===== src/rtl/axi_mst_read_mo_if.sv =====
// AXI4 read address/data channels plus the AXI-Stream
// output of the multi-outstanding read master.
interface axi_mst_read_mo_if #(
  parameter int ID_WIDTH   = 6,
  parameter int DATA_WIDTH = 64,
  parameter int LEN_WIDTH  = 8
);
  logic [ID_WIDTH-1:0]     m_axi_arid;
  logic [31:0]             m_axi_araddr;
  logic [LEN_WIDTH-1:0]    m_axi_arlen;
  logic [2:0]              m_axi_arsize;
  logic [1:0]              m_axi_arburst;
  logic                    m_axi_arlock;
  logic [3:0]              m_axi_arcache;
  logic [2:0]              m_axi_arprot;
  logic [3:0]              m_axi_arqos;
  logic                    m_axi_arvalid;
  logic                    m_axi_arready;
  logic [ID_WIDTH-1:0]     m_axi_rid;
  logic [DATA_WIDTH-1:0]   m_axi_rdata;
  logic [1:0]              m_axi_rresp;
  logic                    m_axi_rlast;
  logic                    m_axi_rvalid;
  logic                    m_axi_rready;
  logic                    m_axis_tvalid;
  logic                    m_axis_tready;
  logic [DATA_WIDTH-1:0]   m_axis_tdata;
  logic [DATA_WIDTH/8-1:0] m_axis_tstrb;
  logic                    m_axis_tlast;

  modport master (
    output m_axi_arid, m_axi_araddr, m_axi_arlen,
    output m_axi_arsize, m_axi_arburst, m_axi_arlock,
    output m_axi_arcache, m_axi_arprot, m_axi_arqos,
    output m_axi_arvalid,
    input  m_axi_arready,
    input  m_axi_rid, m_axi_rdata, m_axi_rresp,
    input  m_axi_rlast, m_axi_rvalid,
    output m_axi_rready,
    output m_axis_tvalid, m_axis_tdata,
    output m_axis_tstrb, m_axis_tlast,
    input  m_axis_tready
  );

  modport slave (
    input  m_axi_arid, m_axi_araddr, m_axi_arlen,
    input  m_axi_arsize, m_axi_arburst, m_axi_arlock,
    input  m_axi_arcache, m_axi_arprot, m_axi_arqos,
    input  m_axi_arvalid,
    output m_axi_arready,
    output m_axi_rid, m_axi_rdata, m_axi_rresp,
    output m_axi_rlast, m_axi_rvalid,
    input  m_axi_rready,
    input  m_axis_tvalid, m_axis_tdata,
    input  m_axis_tstrb, m_axis_tlast,
    output m_axis_tready
  );
endinterface


===== src/rtl/axi_mst_read_mo.sv =====
// Multi-outstanding AXI4 INCR read master: FIFO space is
// reserved per burst before AR, read data leaves on AXIS.
module axi_mst_read_mo #(
  parameter int ID_WIDTH   = 6,
  parameter int DATA_WIDTH = 64,
  parameter int LEN_WIDTH  = 8,
  parameter int MAX_OT     = 4,
  parameter int FIFO_DEPTH = 64
) (
  input  logic                 clk,
  input  logic                 rstn,
  axi_mst_read_mo_if.master    bus,
  input  logic                 START_REG,
  input  logic [31:0]          ADDR_REG,
  input  logic [31:0]          NBURST_REG,
  input  logic [LEN_WIDTH-1:0] BLEN_REG,
  output logic                 RIDLE_REG,
  output logic                 RERR_REG,
  output logic [31:0]          BEATS_REG
);
  localparam int BYTES = DATA_WIDTH / 8;
  localparam int SZ    = $clog2(BYTES);
  localparam int AW    = $clog2(FIFO_DEPTH);
  localparam int CW    = AW + 1;
  localparam int OW    = $clog2(MAX_OT + 1);

  typedef enum logic [2:0] {
    S_IDLE, S_LATCH, S_RUN, S_DRAIN, S_DONE
  } state_t;

  state_t               r_state;
  logic [31:0]          r_addr;
  logic [31:0]          r_nburst;
  logic [31:0]          r_issued;
  logic [31:0]          r_total;
  logic [31:0]          r_beats;
  logic [LEN_WIDTH-1:0] r_blen;
  logic [OW-1:0]        r_ot;
  logic [CW-1:0]        r_rsv;
  logic [CW-1:0]        r_cnt;
  logic [AW-1:0]        r_wptr;
  logic [AW-1:0]        r_rptr;
  logic                 r_rerr;
  logic                 r_arvalid;
  logic [31:0]          r_araddr;
  logic [LEN_WIDTH-1:0] r_arlen;
  logic [DATA_WIDTH:0]  r_mem [FIFO_DEPTH];

  logic                 w_ar_hs;
  logic                 w_rready;
  logic                 w_tvalid;
  logic                 w_push;
  logic                 w_pop;
  logic                 w_rlast;
  logic                 w_push_last;
  logic [LEN_WIDTH:0]   w_burst;
  logic [OW-1:0]        w_ot_nxt;
  logic [CW-1:0]        w_rsv_nxt;
  logic [CW-1:0]        w_cnt_nxt;
  logic [31:0]          w_issued_nxt;
  logic [31:0]          w_addr_nxt;
  logic [31:0]          w_free_nxt;
  logic                 w_can_issue;
  logic [DATA_WIDTH:0]  w_head;
  logic [ID_WIDTH-1:0]  w_unused_rid;

  assign w_ar_hs   = r_arvalid & bus.m_axi_arready;
  assign w_rready  = (r_cnt != CW'(FIFO_DEPTH));
  assign w_tvalid  = (r_cnt != '0);
  assign w_push    = bus.m_axi_rvalid & w_rready;
  assign w_pop     = w_tvalid & bus.m_axis_tready;
  assign w_rlast   = w_push & bus.m_axi_rlast;
  assign w_burst   = {1'b0, r_blen} + 1'b1;
  assign w_push_last = (r_beats + 32'd1 == r_total);

  assign w_ot_nxt  = r_ot + OW'(w_ar_hs)
                   - OW'(w_rlast);
  assign w_rsv_nxt = r_rsv
                   + (w_ar_hs ? CW'(w_burst) : '0)
                   - CW'(w_push);
  assign w_cnt_nxt = r_cnt + CW'(w_push)
                   - CW'(w_pop);
  assign w_issued_nxt = r_issued + 32'(w_ar_hs);
  assign w_addr_nxt = w_ar_hs
    ? r_addr + (32'(w_burst) << SZ) : r_addr;
  assign w_free_nxt = 32'(FIFO_DEPTH)
                    - 32'(w_cnt_nxt)
                    - 32'(w_rsv_nxt);

  // Launch a burst only when an OT slot and its whole
  // FIFO footprint are free after this cycle's updates.
  assign w_can_issue = (r_state == S_RUN)
    && (w_issued_nxt < r_nburst)
    && (32'(w_ot_nxt) < 32'(MAX_OT))
    && (w_free_nxt >= 32'(w_burst));

  assign w_head       = r_mem[r_rptr];
  assign w_unused_rid = bus.m_axi_rid;

  assign bus.m_axi_arid    = '0;
  assign bus.m_axi_araddr  = r_araddr;
  assign bus.m_axi_arlen   = r_arlen;
  assign bus.m_axi_arsize  = 3'(SZ);
  assign bus.m_axi_arburst = 2'b01;
  assign bus.m_axi_arlock  = 1'b0;
  assign bus.m_axi_arcache = 4'd0;
  assign bus.m_axi_arprot  = 3'd0;
  assign bus.m_axi_arqos   = 4'd0;
  assign bus.m_axi_arvalid = r_arvalid;
  assign bus.m_axi_rready  = w_rready;
  assign bus.m_axis_tvalid = w_tvalid;
  assign bus.m_axis_tdata  = w_head[DATA_WIDTH-1:0];
  assign bus.m_axis_tstrb  = '1;
  assign bus.m_axis_tlast  = w_tvalid & w_head[DATA_WIDTH];

  assign RIDLE_REG = (r_state == S_IDLE);
  assign RERR_REG  = r_rerr;
  assign BEATS_REG = r_beats;

  // FIFO storage: data word plus end-of-job flag.
  always_ff @(posedge clk) begin
    if (w_push) begin
      r_mem[r_wptr] <= {w_push_last, bus.m_axi_rdata};
    end
  end

  // Job FSM, AR issue, OT/reservation and FIFO pointers.
  always_ff @(posedge clk) begin
    if (!rstn) begin
      r_state   <= S_IDLE;
      r_addr    <= '0;
      r_nburst  <= '0;
      r_issued  <= '0;
      r_total   <= '0;
      r_beats   <= '0;
      r_blen    <= '0;
      r_ot      <= '0;
      r_rsv     <= '0;
      r_cnt     <= '0;
      r_wptr    <= '0;
      r_rptr    <= '0;
      r_rerr    <= 1'b0;
      r_arvalid <= 1'b0;
      r_araddr  <= '0;
      r_arlen   <= '0;
    end else begin
      r_ot     <= w_ot_nxt;
      r_rsv    <= w_rsv_nxt;
      r_cnt    <= w_cnt_nxt;
      r_issued <= w_issued_nxt;
      r_addr   <= w_addr_nxt;
      if (w_push) begin
        r_wptr  <= r_wptr + AW'(1);
        r_beats <= r_beats + 32'd1;
        if (bus.m_axi_rresp != 2'b00) begin
          r_rerr <= 1'b1;
        end
      end
      if (w_pop) begin
        r_rptr <= r_rptr + AW'(1);
      end
      if (!r_arvalid || bus.m_axi_arready) begin
        r_arvalid <= w_can_issue;
        r_araddr  <= w_addr_nxt;
        r_arlen   <= r_blen;
      end
      unique case (r_state)
        S_IDLE: begin
          if (START_REG) r_state <= S_LATCH;
        end
        S_LATCH: begin
          r_addr   <= ADDR_REG & ~32'(BYTES - 1);
          r_nburst <= NBURST_REG;
          r_blen   <= BLEN_REG;
          r_total  <= NBURST_REG
                    * (32'(BLEN_REG) + 32'd1);
          r_beats  <= '0;
          r_rerr   <= 1'b0;
          r_issued <= '0;
          r_state  <= (NBURST_REG == '0)
                    ? S_DONE : S_RUN;
        end
        S_RUN: begin
          if (w_issued_nxt == r_nburst)
            r_state <= S_DRAIN;
        end
        S_DRAIN: begin
          if (r_ot == '0 && r_cnt == '0)
            r_state <= S_DONE;
        end
        S_DONE: begin
          if (!START_REG) r_state <= S_IDLE;
        end
        default: r_state <= S_IDLE;
      endcase
    end
  end
endmodule


===== src/flat_wrapper.sv =====
// flat-port wrapper written by rule: the top's interface ports become plain ports
module axi_mst_read_mo_flat 
#(
  parameter int ID_WIDTH   = 6,
  parameter int DATA_WIDTH = 64,
  parameter int LEN_WIDTH  = 8,
  parameter int MAX_OT     = 4,
  parameter int FIFO_DEPTH = 64
)
  (clk, rstn, START_REG, ADDR_REG, NBURST_REG, BLEN_REG, RIDLE_REG, RERR_REG, BEATS_REG, bus_m_axi_arid, bus_m_axi_araddr, bus_m_axi_arlen, bus_m_axi_arsize, bus_m_axi_arburst, bus_m_axi_arlock, bus_m_axi_arcache, bus_m_axi_arprot, bus_m_axi_arqos, bus_m_axi_arvalid, bus_m_axi_arready, bus_m_axi_rid, bus_m_axi_rdata, bus_m_axi_rresp, bus_m_axi_rlast, bus_m_axi_rvalid, bus_m_axi_rready, bus_m_axis_tvalid, bus_m_axis_tdata, bus_m_axis_tstrb, bus_m_axis_tlast, bus_m_axis_tready);
  axi_mst_read_mo_if #(.ID_WIDTH(ID_WIDTH), .DATA_WIDTH(DATA_WIDTH), .LEN_WIDTH(LEN_WIDTH)) bus_i ();
  input  logic clk;
  input  logic rstn;
  input  logic START_REG;
  input  logic [31:0] ADDR_REG;
  input  logic [31:0] NBURST_REG;
  input  logic [LEN_WIDTH-1:0] BLEN_REG;
  output logic RIDLE_REG;
  output logic RERR_REG;
  output logic [31:0] BEATS_REG;
  output wire logic [$bits(bus_i.m_axi_arid)-1:0] bus_m_axi_arid;
  output wire logic [$bits(bus_i.m_axi_araddr)-1:0] bus_m_axi_araddr;
  output wire logic [$bits(bus_i.m_axi_arlen)-1:0] bus_m_axi_arlen;
  output wire logic [$bits(bus_i.m_axi_arsize)-1:0] bus_m_axi_arsize;
  output wire logic [$bits(bus_i.m_axi_arburst)-1:0] bus_m_axi_arburst;
  output wire logic [$bits(bus_i.m_axi_arlock)-1:0] bus_m_axi_arlock;
  output wire logic [$bits(bus_i.m_axi_arcache)-1:0] bus_m_axi_arcache;
  output wire logic [$bits(bus_i.m_axi_arprot)-1:0] bus_m_axi_arprot;
  output wire logic [$bits(bus_i.m_axi_arqos)-1:0] bus_m_axi_arqos;
  output wire logic [$bits(bus_i.m_axi_arvalid)-1:0] bus_m_axi_arvalid;
  input wire logic [$bits(bus_i.m_axi_arready)-1:0] bus_m_axi_arready;
  input wire logic [$bits(bus_i.m_axi_rid)-1:0] bus_m_axi_rid;
  input wire logic [$bits(bus_i.m_axi_rdata)-1:0] bus_m_axi_rdata;
  input wire logic [$bits(bus_i.m_axi_rresp)-1:0] bus_m_axi_rresp;
  input wire logic [$bits(bus_i.m_axi_rlast)-1:0] bus_m_axi_rlast;
  input wire logic [$bits(bus_i.m_axi_rvalid)-1:0] bus_m_axi_rvalid;
  output wire logic [$bits(bus_i.m_axi_rready)-1:0] bus_m_axi_rready;
  output wire logic [$bits(bus_i.m_axis_tvalid)-1:0] bus_m_axis_tvalid;
  output wire logic [$bits(bus_i.m_axis_tdata)-1:0] bus_m_axis_tdata;
  output wire logic [$bits(bus_i.m_axis_tstrb)-1:0] bus_m_axis_tstrb;
  output wire logic [$bits(bus_i.m_axis_tlast)-1:0] bus_m_axis_tlast;
  input wire logic [$bits(bus_i.m_axis_tready)-1:0] bus_m_axis_tready;
  assign bus_m_axi_arid = bus_i.m_axi_arid;
  assign bus_m_axi_araddr = bus_i.m_axi_araddr;
  assign bus_m_axi_arlen = bus_i.m_axi_arlen;
  assign bus_m_axi_arsize = bus_i.m_axi_arsize;
  assign bus_m_axi_arburst = bus_i.m_axi_arburst;
  assign bus_m_axi_arlock = bus_i.m_axi_arlock;
  assign bus_m_axi_arcache = bus_i.m_axi_arcache;
  assign bus_m_axi_arprot = bus_i.m_axi_arprot;
  assign bus_m_axi_arqos = bus_i.m_axi_arqos;
  assign bus_m_axi_arvalid = bus_i.m_axi_arvalid;
  assign bus_i.m_axi_arready = bus_m_axi_arready;
  assign bus_i.m_axi_rid = bus_m_axi_rid;
  assign bus_i.m_axi_rdata = bus_m_axi_rdata;
  assign bus_i.m_axi_rresp = bus_m_axi_rresp;
  assign bus_i.m_axi_rlast = bus_m_axi_rlast;
  assign bus_i.m_axi_rvalid = bus_m_axi_rvalid;
  assign bus_m_axi_rready = bus_i.m_axi_rready;
  assign bus_m_axis_tvalid = bus_i.m_axis_tvalid;
  assign bus_m_axis_tdata = bus_i.m_axis_tdata;
  assign bus_m_axis_tstrb = bus_i.m_axis_tstrb;
  assign bus_m_axis_tlast = bus_i.m_axis_tlast;
  assign bus_i.m_axis_tready = bus_m_axis_tready;
  axi_mst_read_mo #(.ID_WIDTH(ID_WIDTH), .DATA_WIDTH(DATA_WIDTH), .LEN_WIDTH(LEN_WIDTH), .MAX_OT(MAX_OT), .FIFO_DEPTH(FIFO_DEPTH)) u_core (.clk(clk), .rstn(rstn), .bus(bus_i), .START_REG(START_REG), .ADDR_REG(ADDR_REG), .NBURST_REG(NBURST_REG), .BLEN_REG(BLEN_REG), .RIDLE_REG(RIDLE_REG), .RERR_REG(RERR_REG), .BEATS_REG(BEATS_REG));
endmodule

===== config.mk =====
export PLATFORM = sky130hd
export DESIGN_NAME = axi_mst_read_mo_flat
export DESIGN_NICKNAME = d
export VERILOG_FILES = /design/src/rtl/axi_mst_read_mo_if.sv /design/src/rtl/axi_mst_read_mo.sv /design/src/flat_wrapper.sv
export SDC_FILE = /design/constraint.sdc
export NUM_CORES = 2
export LEC_CHECK = 0
export ABC_AREA = 1
export CELL_PAD_IN_SITES_DETAIL_PLACEMENT = 1
export CELL_PAD_IN_SITES_GLOBAL_PLACEMENT = 1
export CORE_UTILIZATION = 36
export CTS_CLUSTER_DIAMETER = 60
export DETAILED_ROUTE_END_ITERATION = 12
export MAX_ROUTING_LAYER = met4
export PLACE_DENSITY_LB_ADDON = 0.1
export SYNTH_ARGS = -nofsm -noshare
export SYNTH_HDL_FRONTEND = slang
export SYNTH_MEMORY_MAX_BITS = 65536
export SYNTH_SLANG_ARGS = --single-unit

===== constraint.sdc =====
create_clock -name clk -period 8.5 [get_ports clk]
set_input_delay 1.275 -clock clk [delete_from_list [all_inputs] [get_ports clk]]
set_output_delay 1.275 -clock clk [all_outputs]
set_load 0.02 [all_outputs]

Yosys cells after proc, flatten, opt, wreduce, memory -nomap -nowiden
Memories as Yosys holds them, arrays and structs flattened. A register that Yosys moved wholly into a read port is not among the register bits.
Index checks and enable logic that the tools add are counted.
- memories kept: 1
- input port bits: 151
- memory bits (writable): 4160
- flip-flop bits (word level): 242
- memories (name ; depth ; width ; read ports ; clocked after Yosys merged registers in ; write ports ; RTL line ; RTL):
    u_core.r_mem ; 64 ; 65 ; 1 ; 1 ; 1 ; axi_mst_read_mo.sv:47 ; logic [DATA_WIDTH:0] r_mem [FIFO_DEPTH];
- equality and inequality tests: 11
- bitwise gates (word level): 6
- $mul: 1
- reduce and logical (&&, ||, !) cells: 15
- $add $sub $neg: 15
- multiplexer cells: 13
- $lt $le $gt $ge: 3
- operator list (operator ; number):
    == test 32 bit ; 2
    2-to-1 mux 32 bit ; 2
    adder 32 x 1 -> 32 bit ; 1
    adder 32 x 1 -> 32 bit, second input constant ; 1
    adder 32 x 12 -> 32 bit ; 1
    >= comparator 32 x 9 -> 1 bit ; 1
    logical NOT 32 bit ; 1
    < comparator 32 bit ; 1
    multiplier 32 x 32 -> 32 bit ; 1
    subtractor 32 x 7 -> 32 bit ; 1
    adder 8 x 1 -> 9 bit, second input constant ; 2
    2-to-1 mux 3 bit ; 5
    case mux 3 bit (5 select lines) ; 1
    subtractor 7 x 1 -> 7 bit ; 2
    adder 6 x 1 -> 6 bit, second input constant ; 2
    2-to-1 mux 6 bit ; 2
    subtractor 7 x 7 -> 8 bit, first input constant ; 1
    adder 7 x 1 -> 7 bit ; 1
    adder 7 bit ; 1
    logical NOT 7 bit ; 1
    2-to-1 mux 7 bit ; 1
    inequality test 7 bit, second input constant ; 1
    nonzero test 7 bit ; 1
    == test 3 x 2 -> 1 bit, second input constant ; 2
    18 further kinds ; 29

Logic depth before layout (Yosys ltp)
- depth after elaboration: 8
- depth in mapped cells: 35

Worst setup path before layout
No wires, ideal clock.
- kind: input to register
- start: input port bus_m_axi_rvalid
- end: memory u_core.r_mem[63][0] in the netlist's numbering, enable pin
- library setup time: 0.570 ns
- arrival: 6.049 ns
- stages on the path: 3
- setup slack: 1.881 ns
- cells stage by stage: nand2_1 clkbuf_1 nor3_1
- word-level cells in the longest chain between the ends: 3
- RTL lines (item ; RTL line ; RTL):
    start: declaration ; flat_wrapper.sv:36 ; input wire logic [$bits(bus_i.m_axi_rvalid)-1:0] bus_m_axi_rvalid;
    AND 1 bit ; axi_mst_read_mo.sv:70 ; assign w_push = bus.m_axi_rvalid & w_rready;
    2-to-1 mux 1 bit ; axi_mst_read_mo.sv:122 ; if (w_push) begin
    2-to-1 mux 1 bit (not written as such) ; axi_mst_read_mo.sv:123 ; r_mem[r_wptr] <= {w_push_last, bus.m_axi_rdata};
    end: declaration ; axi_mst_read_mo.sv:47 ;
Every way passes these cells.

==> results.md <==
* Outcome: finished clean
* Mapped Cells at 14800
* Core box area at 503000 um2
* Commonest non-fill, non-tap cell in the layout: edfxtp_1
* Via count at 125000
* Drt initial violations at 12600
* Num ports at 324
* Kind of critical path: flop to output port
* Worst EP required at 7.22 ns
* Post-CTS Setup Bufs at 0
* Final Max Tran Viols at 0
* Total grt overflow at 0
* Power Internal at 41.2 mW
* Number of nets in the layout at 15400
* Pin count of the biggest net entering global routing at 171
* Slew HR at 6.49%
* Commonest cells after routing, fill and taps aside: 4160 x edfxtp_1, 3069 x nor2_1, 2577 x o21ai_0, 1332 x o22ai_1, 544 x inv_1
* Pleak at 69.2 nW
* Starting density of the core at 36.2%
* Switching Share at 31.9%
* GPL Wtd Cong at 0.787
* Worst path cell trace: inv_8, buf_12, o21ai_0, o22ai_1, nor2_1, o32ai_1, o21ai_1, o22ai_1, clkdlybuf4s50_1
* CTS buffer count at 524
* Worst setup EP type: output port
* H-Tree Depth at 6
* Final setup fails at 0
* CP delay by family, top: buffers and inverters
* Yosys cell types at 63
* Wire length on met1 at 305 mm
* Vias in the first global route at 124000
* Post-Route Utilization at 41.7%
* Sequential cell area at 130000 um2
* Tcrit/Tclk final at 83.4%
* Share of total power in the clock network at 35.7%
* CTS root buffer: clkbuf_16
* Most used cell along the critical path: o22ai_1
* Highest clock rate at 0.141 GHz
* Layout cells sized above 1 at 7.95%
* Post-synthesis async set-or-reset flop share at 0%
* Largest fanout on the critical path at 108
* Syn Area/Cell at 12.3 um2
* Post-synth EDFFs at 4160
* DR WL met2 at 313 mm
* CTS Sinks at 4402
* Layout Skew at 0.0322 ns
* Sequential share of power at 40.3%
* Die Width at 713 um
* Met3 WL at 40.2 mm
* RSZ-0062 raised after global routing: false
* Fill cell total of the finished layout at 52100
* Sequential fraction of the synthesis area at 71.3%
* NetSw at 19.3 mW
* Post-synth top flop: edfxtp_1
* DRC violations left at 0
* Slew @ Worst Pin at 1.40 ns
* Post-layout min period at 7.09 ns
* GRT Total Usage at 26.5%
* Worst setup margin at 1.41 ns
* Die area at 509000 um2
* HP Class: flop to flop
* Max Cap Violations at 0
* FF+latch count, synth at 4402
* Uppermost layer routed: met4
* Antenna-violating nets left at 0
* Multi-input gate area in the final layout at 46600 um2
* PostCTS Resize Cnt at 0
* Place WS at 0.653 ns
* FP Rows at 260
* Total Routed Length at 673 mm
* DR vias/cell at 5.65
* Worst Path Arrival at 5.81 ns
* First-pass GRT wire length at 944 mm
* CTS Hold Bufs at 0
* Largest incremental delay on the critical path at 0.99 ns
* Mapped cell area at 182000 um2
* Critical path's slowest cell: clkdlybuf4s50_1
* Final hold vios at 0
* Post-detail-place hpwl at 357 mm
* DR WL/cell at 30.5 um
* Startpoint Class: flop
* Final setup TNS at 0 ns
* Initial antenna violation count at 80
* Yosys warns at 0
* Clk slew on worst S/H paths at 0.06 ns
* Logic pwr share at 24.0%
* WP buf/inv at 3
* Peak VDD IR at 0.242 mV
* Port Buf Inserts at 280
* Clk_lat worst skew at 1.09 ns
* CTS tree: done
* CTS max path bufs at 4
* P per Cell Area at 289 nW/um2
* Initial DRT Pass Iterations at 5
* Synthesis-to-finish area growth at 15.0%
* Chip Height at 713 um
[sequential cells by signal, indices dropped and copies added (netlist names), named ones only]
signal,cells
u_core.r_mem,4160
u_core.BEATS_REG,32
u_core.r_issued,32
u_core.r_nburst,32
u_core.r_total,32
u_core.bus.m_axi_araddr,29
u_core.r_addr,29
u_core.bus.m_axi_arlen,8
u_core.r_blen,8
u_core.r_cnt,7
u_core.r_rsv,7
u_core.r_rptr,6
u_core.r_wptr,6
u_core.r_ot,3
u_core.r_state,3
u_core.RERR_REG,1
u_core.bus.m_axi_arvalid,1
[kinds of logic (layout without fill, tap and decap cells)]
| family | Yosys count | after routing | share of synthesized area [%] |
|---|---|---|---|
| buffers and inverters | 1596 | 2111 | 3.47 |
| muxes | 2 | 2 | 0.0110 |
| and+or+nand+nor | 3896 | 3896 | 8.32 |
| other | 2 | 91 | 0.00412 |
| adders and majority gates | 320 | 320 | 2.96 |
| AOI/OAI and AO/OA | 4451 | 4451 | 13.4 |
| DFF | 4402 | 4402 | 71.3 |
| xor gates and xnor gates | 114 | 114 | 0.557 |
[final timing paths]
path | end | depth (start not counted) | from | slack [ns]
setup / recovery | bus_m_axis_tdata[58] | 9 | flop | 1.41
hold / removal | u_core.RERR_REG$_SDFFE_PP0P_ | 2 | u_core.RERR_REG$_SDFFE_PP0P_ | 0.45
setup reg to reg | u_core.bus.m_axi_arvalid$_SDFFE_PN0P_ | 33 | u_core.r_cnt[3]$_SDFF_PN0_ | 2.29
hold reg to reg | u_core.RERR_REG$_SDFFE_PP0P_ | 2 | u_core.RERR_REG$_SDFFE_PP0P_ | 0.45
[power by group through the flow]
stage / Combinational, mW / Clock, mW / Sequential (mW)
floorplan: 9.39 / 0 / 24.8
global route: 16.3 / 22.7 / 24.4
CTS: 14.7 / 22.0 / 24.4
finish: 14.5 / 21.6 / 24.4
detailed placement: 14.7 / 0 / 24.8
global placement: 14.6 / 0 / 24.8
[per-layer routing]
metal / GRT usage (%) / up-vias
met5: - / -
met4: 5.39 / 0
met3: 3.43 / 835
met2: 41.9 / 3686
met1: 36.9 / 65800
li1: - / 54400
[per-stage QoR]
step | power (mW) | std cells | hold slack (ns) | area (um2)
after floorplan | 34.2 | 14800 | 0.426 | 182000
after global placement | 39.4 | 21100 | 0.433 | 193000
after detailed placement | 39.5 | 21100 | 0.450 | 193000
after CTS | 61.1 | 22000 | 0.458 | 209000
after global routing | 63.4 | 22100 | 0.486 | 209000
final | 60.5 | 22100 | 0.452 | 209000
[worst register-to-register path: cells and delay by family, from the launching register on]
family | cells | cell delay (ns)
AND/OR/NAND/NOR | 15 | 2.17
adder cells (fa/ha/maj) | 6 | 1.68
AO/OA/AOI/OAI | 6 | 1.17
buffers and inverters | 5 | 0.55
flip-flops | 1 | 0.31
XOR/XNOR | 1 | 0.15
[layout make-up]
type | count | area share [%]
Sequential cell | 4402 | 62.0
Multi-Input combinational cell | 8817 | 22.3
Clock buffer | 658 | 6.66
Tap cell | 6681 | 3.99
Timing Repair Buffer | 622 | 2.95
Clock inverter | 262 | 1.05
Inverter | 569 | 1.04
Antenna cell | 57 | 0.0681
[cells in the mapped netlist (all sizes together), types with 19 or more instances]
cell    number  share of area [%]
nor2      3140                6.5
xor2        86               0.41
o21bai      19              0.078
o21ai     2826                7.8
ha         136               0.93
clkbuf     824                1.7
a21oi      145               0.40
dfxtp      242                2.7
xnor2       27               0.13
edfxtp    4160                 69
o22ai     1333                4.6
o32ai       70               0.34
inv        565                1.2
nand2      539                1.1
buf        203               0.60
o211ai      22              0.091
nor3        40               0.11
nand4       55               0.20
nor4        20              0.076
fa         184                2.0
nand3       76               0.22
Note: power is estimated with default switching activity, not from simulation.
